--- config.mk ---
export PLATFORM = sky130hd
export DESIGN_NAME = serial_add_ctrl
export DESIGN_NICKNAME = d
export VERILOG_FILES = /design/src/rtl/serial_add_pkg.sv /design/src/rtl/full_adder.sv /design/src/rtl/serial_add_ctrl.sv
export SDC_FILE = /design/constraint.sdc
export NUM_CORES = 1
export LEC_CHECK = 0
export BUFFER_PORTS_ARGS = -buffer_cell sky130_fd_sc_hd__buf_4
export CAP_MARGIN = 10
export CORE_ASPECT_RATIO = 1.5
export CORE_MARGIN = 3
export CORE_UTILIZATION = 50
export CTS_CLUSTER_SIZE = 20
export DETAILED_ROUTE_END_ITERATION = 8
export GPL_TIMING_DRIVEN = 0
export PLACE_DENSITY = 0.72
export SLEW_MARGIN = 20
export SYNTH_ARGS = -nofsm -noshare
export SYNTH_HDL_FRONTEND = slang
export SYNTH_HIERARCHICAL = 1
export SYNTH_SLANG_ARGS = --single-unit
--- constraint.sdc ---
create_clock -name clk -period 1.74 [get_ports clk]
set_input_delay 0.087 -clock clk [delete_from_list [all_inputs] [get_ports clk]]
set_output_delay 0.087 -clock clk [all_outputs]
set_load 0.005 [all_outputs]
--- src/rtl/serial_add_pkg.sv ---
// Shared types and defaults for the bit-serial adder/subtractor controller.
package serial_add_pkg;

    typedef enum logic [1:0] {IDLE, RUN, DONE} sa_state_t;

    localparam int SA_WIDTH_DEFAULT = 8;

endpackage

--- src/rtl/full_adder.sv ---
// One-bit full adder; the only arithmetic element of the serial datapath.
module full_adder (
    input  logic A,
    input  logic B,
    input  logic Cin,
    output logic Sout,
    output logic Cout
);

    assign Sout = A ^ B ^ Cin;
    assign Cout = (A & B) | (Cin & (A ^ B));

endmodule

--- src/rtl/serial_add_ctrl.sv ---
// Bit-serial adder/subtractor: latches operands on start, ripples LSB first through one
// full adder with a registered carry, and reports sum, carry-out and signed overflow.
module serial_add_ctrl
    import serial_add_pkg::*;
#(
    parameter int unsigned WIDTH = SA_WIDTH_DEFAULT
) (
    input  logic             clk,
    input  logic             rst_n,
    input  logic             start_i,
    input  logic [WIDTH-1:0] a_i,
    input  logic [WIDTH-1:0] b_i,
    input  logic             cin_i,
    input  logic             sub_i,
    output logic             ready_o,
    output logic             busy_o,
    output logic             done_o,
    output logic [WIDTH-1:0] sum_o,
    output logic             cout_o,
    output logic             ovf_o
);

    localparam int unsigned CntW = $clog2(WIDTH);
    localparam logic [CntW-1:0] LastCnt = CntW'(WIDTH - 1);

    sa_state_t        state_q, state_d;
    logic [WIDTH-1:0] a_sr_q, a_sr_d;
    logic [WIDTH-1:0] b_sr_q, b_sr_d;
    // Holds the WIDTH-1 bits already produced; the current bit completes the word.
    logic [WIDTH-2:0] s_sr_q, s_sr_d;
    logic             c_q, c_d;
    logic [CntW-1:0]  bit_cnt_q, bit_cnt_d;
    logic [WIDTH-1:0] sum_q, sum_d;
    logic             cout_q, cout_d;
    logic             ovf_q, ovf_d;

    logic             fa_sum;
    logic             fa_cout;
    logic [WIDTH-1:0] s_cat;
    logic             cnt_carry;

    full_adder u_full_adder (
        .A    (a_sr_q[0]),
        .B    (b_sr_q[0]),
        .Cin  (c_q),
        .Sout (fa_sum),
        .Cout (fa_cout)
    );

    assign s_cat = {fa_sum, s_sr_q};

    always_comb begin
        state_d   = state_q;
        a_sr_d    = a_sr_q;
        b_sr_d    = b_sr_q;
        s_sr_d    = s_sr_q;
        c_d       = c_q;
        bit_cnt_d = bit_cnt_q;
        sum_d     = sum_q;
        cout_d    = cout_q;
        ovf_d     = ovf_q;
        cnt_carry = 1'b1;

        unique case (state_q)
            IDLE: begin
                if (start_i) begin
                    a_sr_d    = a_i;
                    // Subtraction is A + ~B + 1.
                    b_sr_d    = b_i ^ {WIDTH{sub_i}};
                    c_d       = sub_i ? 1'b1 : cin_i;
                    s_sr_d    = '0;
                    bit_cnt_d = '0;
                    state_d   = RUN;
                end
            end
            RUN: begin
                a_sr_d = {1'b0, a_sr_q[WIDTH-1:1]};
                b_sr_d = {1'b0, b_sr_q[WIDTH-1:1]};
                s_sr_d = s_cat[WIDTH-1:1];
                c_d    = fa_cout;
                if (bit_cnt_q == LastCnt) begin
                    sum_d   = s_cat;
                    cout_d  = fa_cout;
                    // c_q is the carry into the MSB on this cycle.
                    ovf_d   = c_q ^ fa_cout;
                    state_d = DONE;
                end else begin
                    for (int i = 0; i < int'(CntW); i++) begin
                        bit_cnt_d[i] = bit_cnt_q[i] ^ cnt_carry;
                        cnt_carry    = cnt_carry & bit_cnt_q[i];
                    end
                end
            end
            DONE: begin
                state_d = IDLE;
            end
            default: begin
                state_d = IDLE;
            end
        endcase
    end

    always_ff @(posedge clk or negedge rst_n) begin
        if (!rst_n) begin
            state_q   <= IDLE;
            a_sr_q    <= '0;
            b_sr_q    <= '0;
            s_sr_q    <= '0;
            c_q       <= 1'b0;
            bit_cnt_q <= '0;
            sum_q     <= '0;
            cout_q    <= 1'b0;
            ovf_q     <= 1'b0;
        end else begin
            state_q   <= state_d;
            a_sr_q    <= a_sr_d;
            b_sr_q    <= b_sr_d;
            s_sr_q    <= s_sr_d;
            c_q       <= c_d;
            bit_cnt_q <= bit_cnt_d;
            sum_q     <= sum_d;
            cout_q    <= cout_d;
            ovf_q     <= ovf_d;
        end
    end

    assign ready_o = (state_q == IDLE);
    assign busy_o  = (state_q == RUN);
    assign done_o  = (state_q == DONE);
    assign sum_o   = sum_q;
    assign cout_o  = cout_q;
    assign ovf_o   = ovf_q;

endmodule

# Yosys cells after proc, flatten, opt, wreduce, memory -nomap -nowiden
# Cells that the tools add are included.
# Widths: inputs -> output; s select.
word_totals:
  reg_bits: 39
  input_bits: 21
  out_inout_bits: 13
  word_cells: 47
op_classes:
  eq_ne: 6
  n_mux: 15
  bitwise: 11
  n_reduce_logical: 6
op_table:
  columns: ["operator", "count"]
  rows:
  - ["$pmux 8 s2", 2]
  - ["$mux 8", 2]
  - ["$pmux 7 s2", 1]
  - ["$xor 8x8->8", 1]
  - ["$mux 7", 1]
  - ["$mux 3", 2]
  - ["$pmux 3 s2", 1]
  - ["$reduce_and 2->1", 3]
  - ["$xor 1x1->1", 5]
  - ["$mux 2", 2]
  - ["$ne 2x2->1 const B", 2]
  - ["$pmux 2 s2", 1]
  - ["$and 1x1->1", 3]
  - ["$eq 3x3->1 const B", 1]
  - ["$reduce_and 3->1", 1]
  - ["$eq 2x1->1 const B", 1]
  - ["$eq 2x2->1 const B", 1]
  - ["$logic_not 2->1", 1]
  - ["$mux 1", 2]
  - ["$ne 2x1->1 const B", 1]
  - ["$pmux 1 s2", 1]
  - ["$reduce_bool 2->1", 1]
  - ["$not 1->1", 1]
  - ["$or 1x1->1", 1]

# Depth between registers and ports, before layout
depth:
  ltp_word: 4
  mapped_depth: 6
  ltp_nobuf: 5

# Modules after synthesis
# Netlist, hierarchy kept.
modules_own_cells:
  columns: ["mod", "instances", "cells_each", "area_per_inst_um2", "seq_area_each_um2"]
  rows:
  - ["serial_add_ctrl", 1, 149, 1859.3, 975.9]
  - ["full_adder", 1, 1, 20.0, 0.0]

# Worst setup path before layout
# No wires, ideal clock.
synth_path:
  kind: "register to register"
  startpoint: "reg bit_cnt_q[0]"
  endpoint: "reg cout_q, in the netlist cout_o"
  setup_ns: 0.125
  arrival_time_ns: 1.367
  path_slack_ns: 0.248
  stages_incl_launch_ff: 6
  cell_sequence: "dfrtp_1 -> ha_1 -> ha_1 -> nand3b_4 -> buf_6 -> mux2_4"
synth_between:
  elab_chain_cells: 2
synth_lines:
  columns: ["item", "line", "rtl"]
  rows:
  - ["from (decl)", "serial_add_ctrl.sv:32", "logic [CntW-1:0] bit_cnt_q, bit_cnt_d;"]
  - ["from (signal assigned)", "serial_add_ctrl.sv:120", "bit_cnt_q <= bit_cnt_d;"]
  - ["$eq 3x3->1", "serial_add_ctrl.sv:81", "if (bit_cnt_q == LastCnt) begin"]
  - ["$reduce_and 2->1 (no source line)", null, null]
  - ["to (signal assigned)", "serial_add_ctrl.sv:122", "cout_q <= cout_d;"]
  - ["to (decl)", "serial_add_ctrl.sv:34", "logic cout_q, cout_d;"]
# No other way between the ends.
# A chain may end at the register's enable or synchronous reset.

# Worst setup path in the final report
layout_path:
  startpoint: "reg bit_cnt_q[0]"
  endpoint: "reg sum_q[7], in the netlist sum_o[7]"
layout_between:
  elab_chain_cells: 2
layout_lines:
  columns: ["item", "line", "rtl"]
  rows:
  - ["$eq 3x3->1", "serial_add_ctrl.sv:81", null]
  - ["$reduce_and 2->1 (no source line)", null, null]
  - ["to (signal assigned)", "serial_add_ctrl.sv:121", "sum_q <= sum_d;"]
  - ["to (decl)", "serial_add_ctrl.sv:33", "logic [WIDTH-1:0] sum_q, sum_d;"]
# No other way between the ends.

==> flow_metrics.tcl <==
set metrics [dict create \
    status "completed" \
    crit_top_cell "ha_1" \
    power.share.sequential 0.405 \
    critPathKind "flip-flop to flip-flop" \
    hold_viol 0 \
    period_needed_ns 1.61 \
    yosysMostFrequentCell "dfrtp_1" \
    worst-endpoint-required_ns 1.92 \
    p_clk_frac 0.162 \
    cp_max_fo 10 \
    fp.dieH_um 81.1 \
    clockBufferDepth 2 \
    h-tree-depth 2 \
    peakVddDrop_mv 1.04 \
    p_leak_nw 1.18 \
    yosysWarningCount 6 \
    routedWlPerCell_um 15.6 \
    path_buf_inv 1 \
    synth.area.top_cells "dfrtp_1 52%, mux2i_1 7.5%, mux2_4 5.6%, a22o_1 5.6%, xor2_1 3.7%" \
    core_sq_um 3510 \
    post-route-period-util 0.927 \
    internal_power_mw 2.54 \
    worstSetupEndpointType "flip-flop" \
    synth_ff_type "dfrtp_1" \
    start_kind "flip-flop" \
    placed_cell_area_sq_um 2170 \
    maxSlewHeadroom 0.669 \
    port_buffers 32 \
    finClkSkew_ns 0.00206 \
    synth_top_cell_area_share 0.519 \
    grt_overflow 0 \
    synthTopCellsByCount "39 x dfrtp_1, 17 x nand2_1, 14 x mux2i_1, 12 x a22o_1, 9 x o21ai_1" \
    cts_buffers 5 \
    tightest_slew_ns 0.497 \
    initial_core_util 0.535 \
    combPwrFrac 0.433 \
    critPathMaxStageDelay_ns 0.41 \
    grt_pass1_vias 1280 \
    drive_gt1_frac 0.358 \
    synth_area_sq_um 1880 \
    die_w_um 56.1 \
    synth.ff_latch_count 39 \
    fmax_mhz 620 \
    rows 26 \
    wl_met2_um 2030 \
    globalplace.congestion 0.691 \
    grtUsageTotal 0.174 \
    path_cells "ha_1, ha_1, nand3b_4, buf_6, mux2_4" \
    yosysSeqAreaShare 0.519 \
    maxSlewViolCount 0 \
    syn_to_final_growth_pct 20.8 \
    cts_tree "yes" \
    cp_top_family "adder cells" \
    cts.sinks 39 \
    synth_edf_count 0 \
    avgSynthCellArea_sq_um 12.5 \
    synth.distinct_cells 26 \
    cts.reportedPaths.clkPinSlew_ns 0.07 \
    grt_max_degree 40 \
    first_pass_iters 4 \
    dieArea_sq_um 4550 \
    design_area_sq_um 2270 \
    setup_tns_ns 0 \
    synth_top_area_cell "dfrtp_1" \
    drt_iter0_drc 11 \
    maxUsedRoutingLayer "met4" \
    grt_setup_unrepaired "no" \
    ant_nets 0 \
    post_cts_buffers 0 \
    maxCapViolations 0 \
    antenna_found_initial 0 \
    via_count 1242 \
    nNetsFinal 214 \
    route.met3.wl_um 141 \
    min_path_type "primary input to flip-flop" \
    post-dp-hpwl_um 2590 \
    worstPathArrival_ns 1.79 \
    syn_nets 174 \
    drcViolationCount 0 \
    clockRootBuffer "clkbuf_8" \
    antenna-diode-count 0 \
    drt-total-wl_um 3620 \
    ios 34 \
    synthCells 150 \
    met1Wirelength_um 1370 \
    setup_viol 0 \
    grt_pass1_wl_um 5970 \
    p_per_area_nw_per_um2 1680 \
    worst_path_max_delay_cell "dfrtp_1" \
    ys_async_sr_fraction 1.00 \
    p_switching_mw 1.26 \
    clock_latency_ns 0.29 \
    switching_share 0.332 \
    viasPerCell 5.35 \
]
[final timing paths]
path                              start         to  slack, ns  depth (start not counted)
setup / recovery           bit_cnt_q[0]   sum_o[7]       0.13                          5
hold / removal                   a_i[3]  a_sr_q[3]       0.08                          3
setup reg to reg           bit_cnt_q[0]   sum_o[7]       0.13                          5
hold reg to reg               b_sr_q[1]  b_sr_q[1]       0.48                          2
max in group asynchronous         rst_n  a_sr_q[0]       1.08                          2
min in group asynchronous         rst_n   sum_o[7]       0.31                          2
[routing by layer]
metal	track usage	vias to the layer above
li1	-	599
met1	0.180	607
met2	0.326	29
met3	0.0445	7
met4	0.0784	0
met5	0	-
[through the flow]
stage	total power, mW	hold WS, ns	setup WS [ns]	instances	util
3_3_place_gp	3.13	0.0749	0.178	224	0.618
5_1_grt	4.07	0.0813	0.0595	232	0.646
6_report	3.81	0.0751	0.127	232	0.646
4_1_cts	3.86	0.0740	0.110	232	0.646
3_5_place_dp	3.23	0.0844	0.123	224	0.618
2_1_floorplan	2.70	-0.209	0.248	150	-
[area by class of cell]
cell class,instances,area (sq um)
Buffer,11,105
Inverter,1,3.75
Timing Repair Buffer,33,250
Fill cell,282,1240
Multi-Input combinational cell,99,795
Sequential cell,39,976
Clock inverter,1,5.00
Clock buffer,6,82.6
Tap cell,42,52.6
[what timing repair did]
| action | in CTS | in global routing |
|---|---|---|
| endpoints found under the hold margin | 39 | 0 |
| gates resized for setup | 0 | 0 |
| hold buffers | 1 | 0 |
[worst register-to-register path, cell delays in order, from the launching register on]
cell and delay, ns:
dfrtp_1 0.41, ha_1 0.21, ha_1 0.27, nand3b_4 0.13, buf_6 0.17, mux2_4 0.31
[power groups by stage]
stage          Sequential, mW  Clock (mW)  Combinational (mW)
6_report                 1.54       0.618                1.65
5_1_grt                  1.59       0.677                1.80
4_1_cts                  1.55       0.634                1.68
3_5_place_dp             1.56           0                1.67
3_3_place_gp             1.53           0                1.60
2_1_floorplan            1.49           0                1.21
[cell usage in the layout (no fill, tap or decap), drive strengths merged, types with 2 or more instances in the layout]
cell / synthesis / final
xor2: 8 / 8
nor2b: 6 / 6
dfrtp: 39 / 39
nand2: 17 / 17
clkbuf: 0 / 6
ha: 2 / 2
o21ai: 18 / 18
nor2: 2 / 2
a21oi: 4 / 4
buf: 11 / 43
mux2: 10 / 10
a22o: 12 / 12
mux2i: 14 / 14
[sequential cells by signal, indices dropped and copies added (netlist names)]
signal,count
s_sr_q,7
ovf_o,1
bit_cnt_q,3
state_q,2
sum_o,8
b_sr_q,8
a_sr_q,8
c_q,1
cout_o,1
[logic make-up after synthesis]
family,synth area share
buffers and inverters,0.0579
AND/OR/NAND/NOR,0.0759
AO/OA/AOI/OAI,0.132
adder cells (fa/ha/maj),0.0240
multiplexers,0.148
XOR/XNOR,0.0419
flip-flops,0.519
Power figures use the tool's default switching activity.
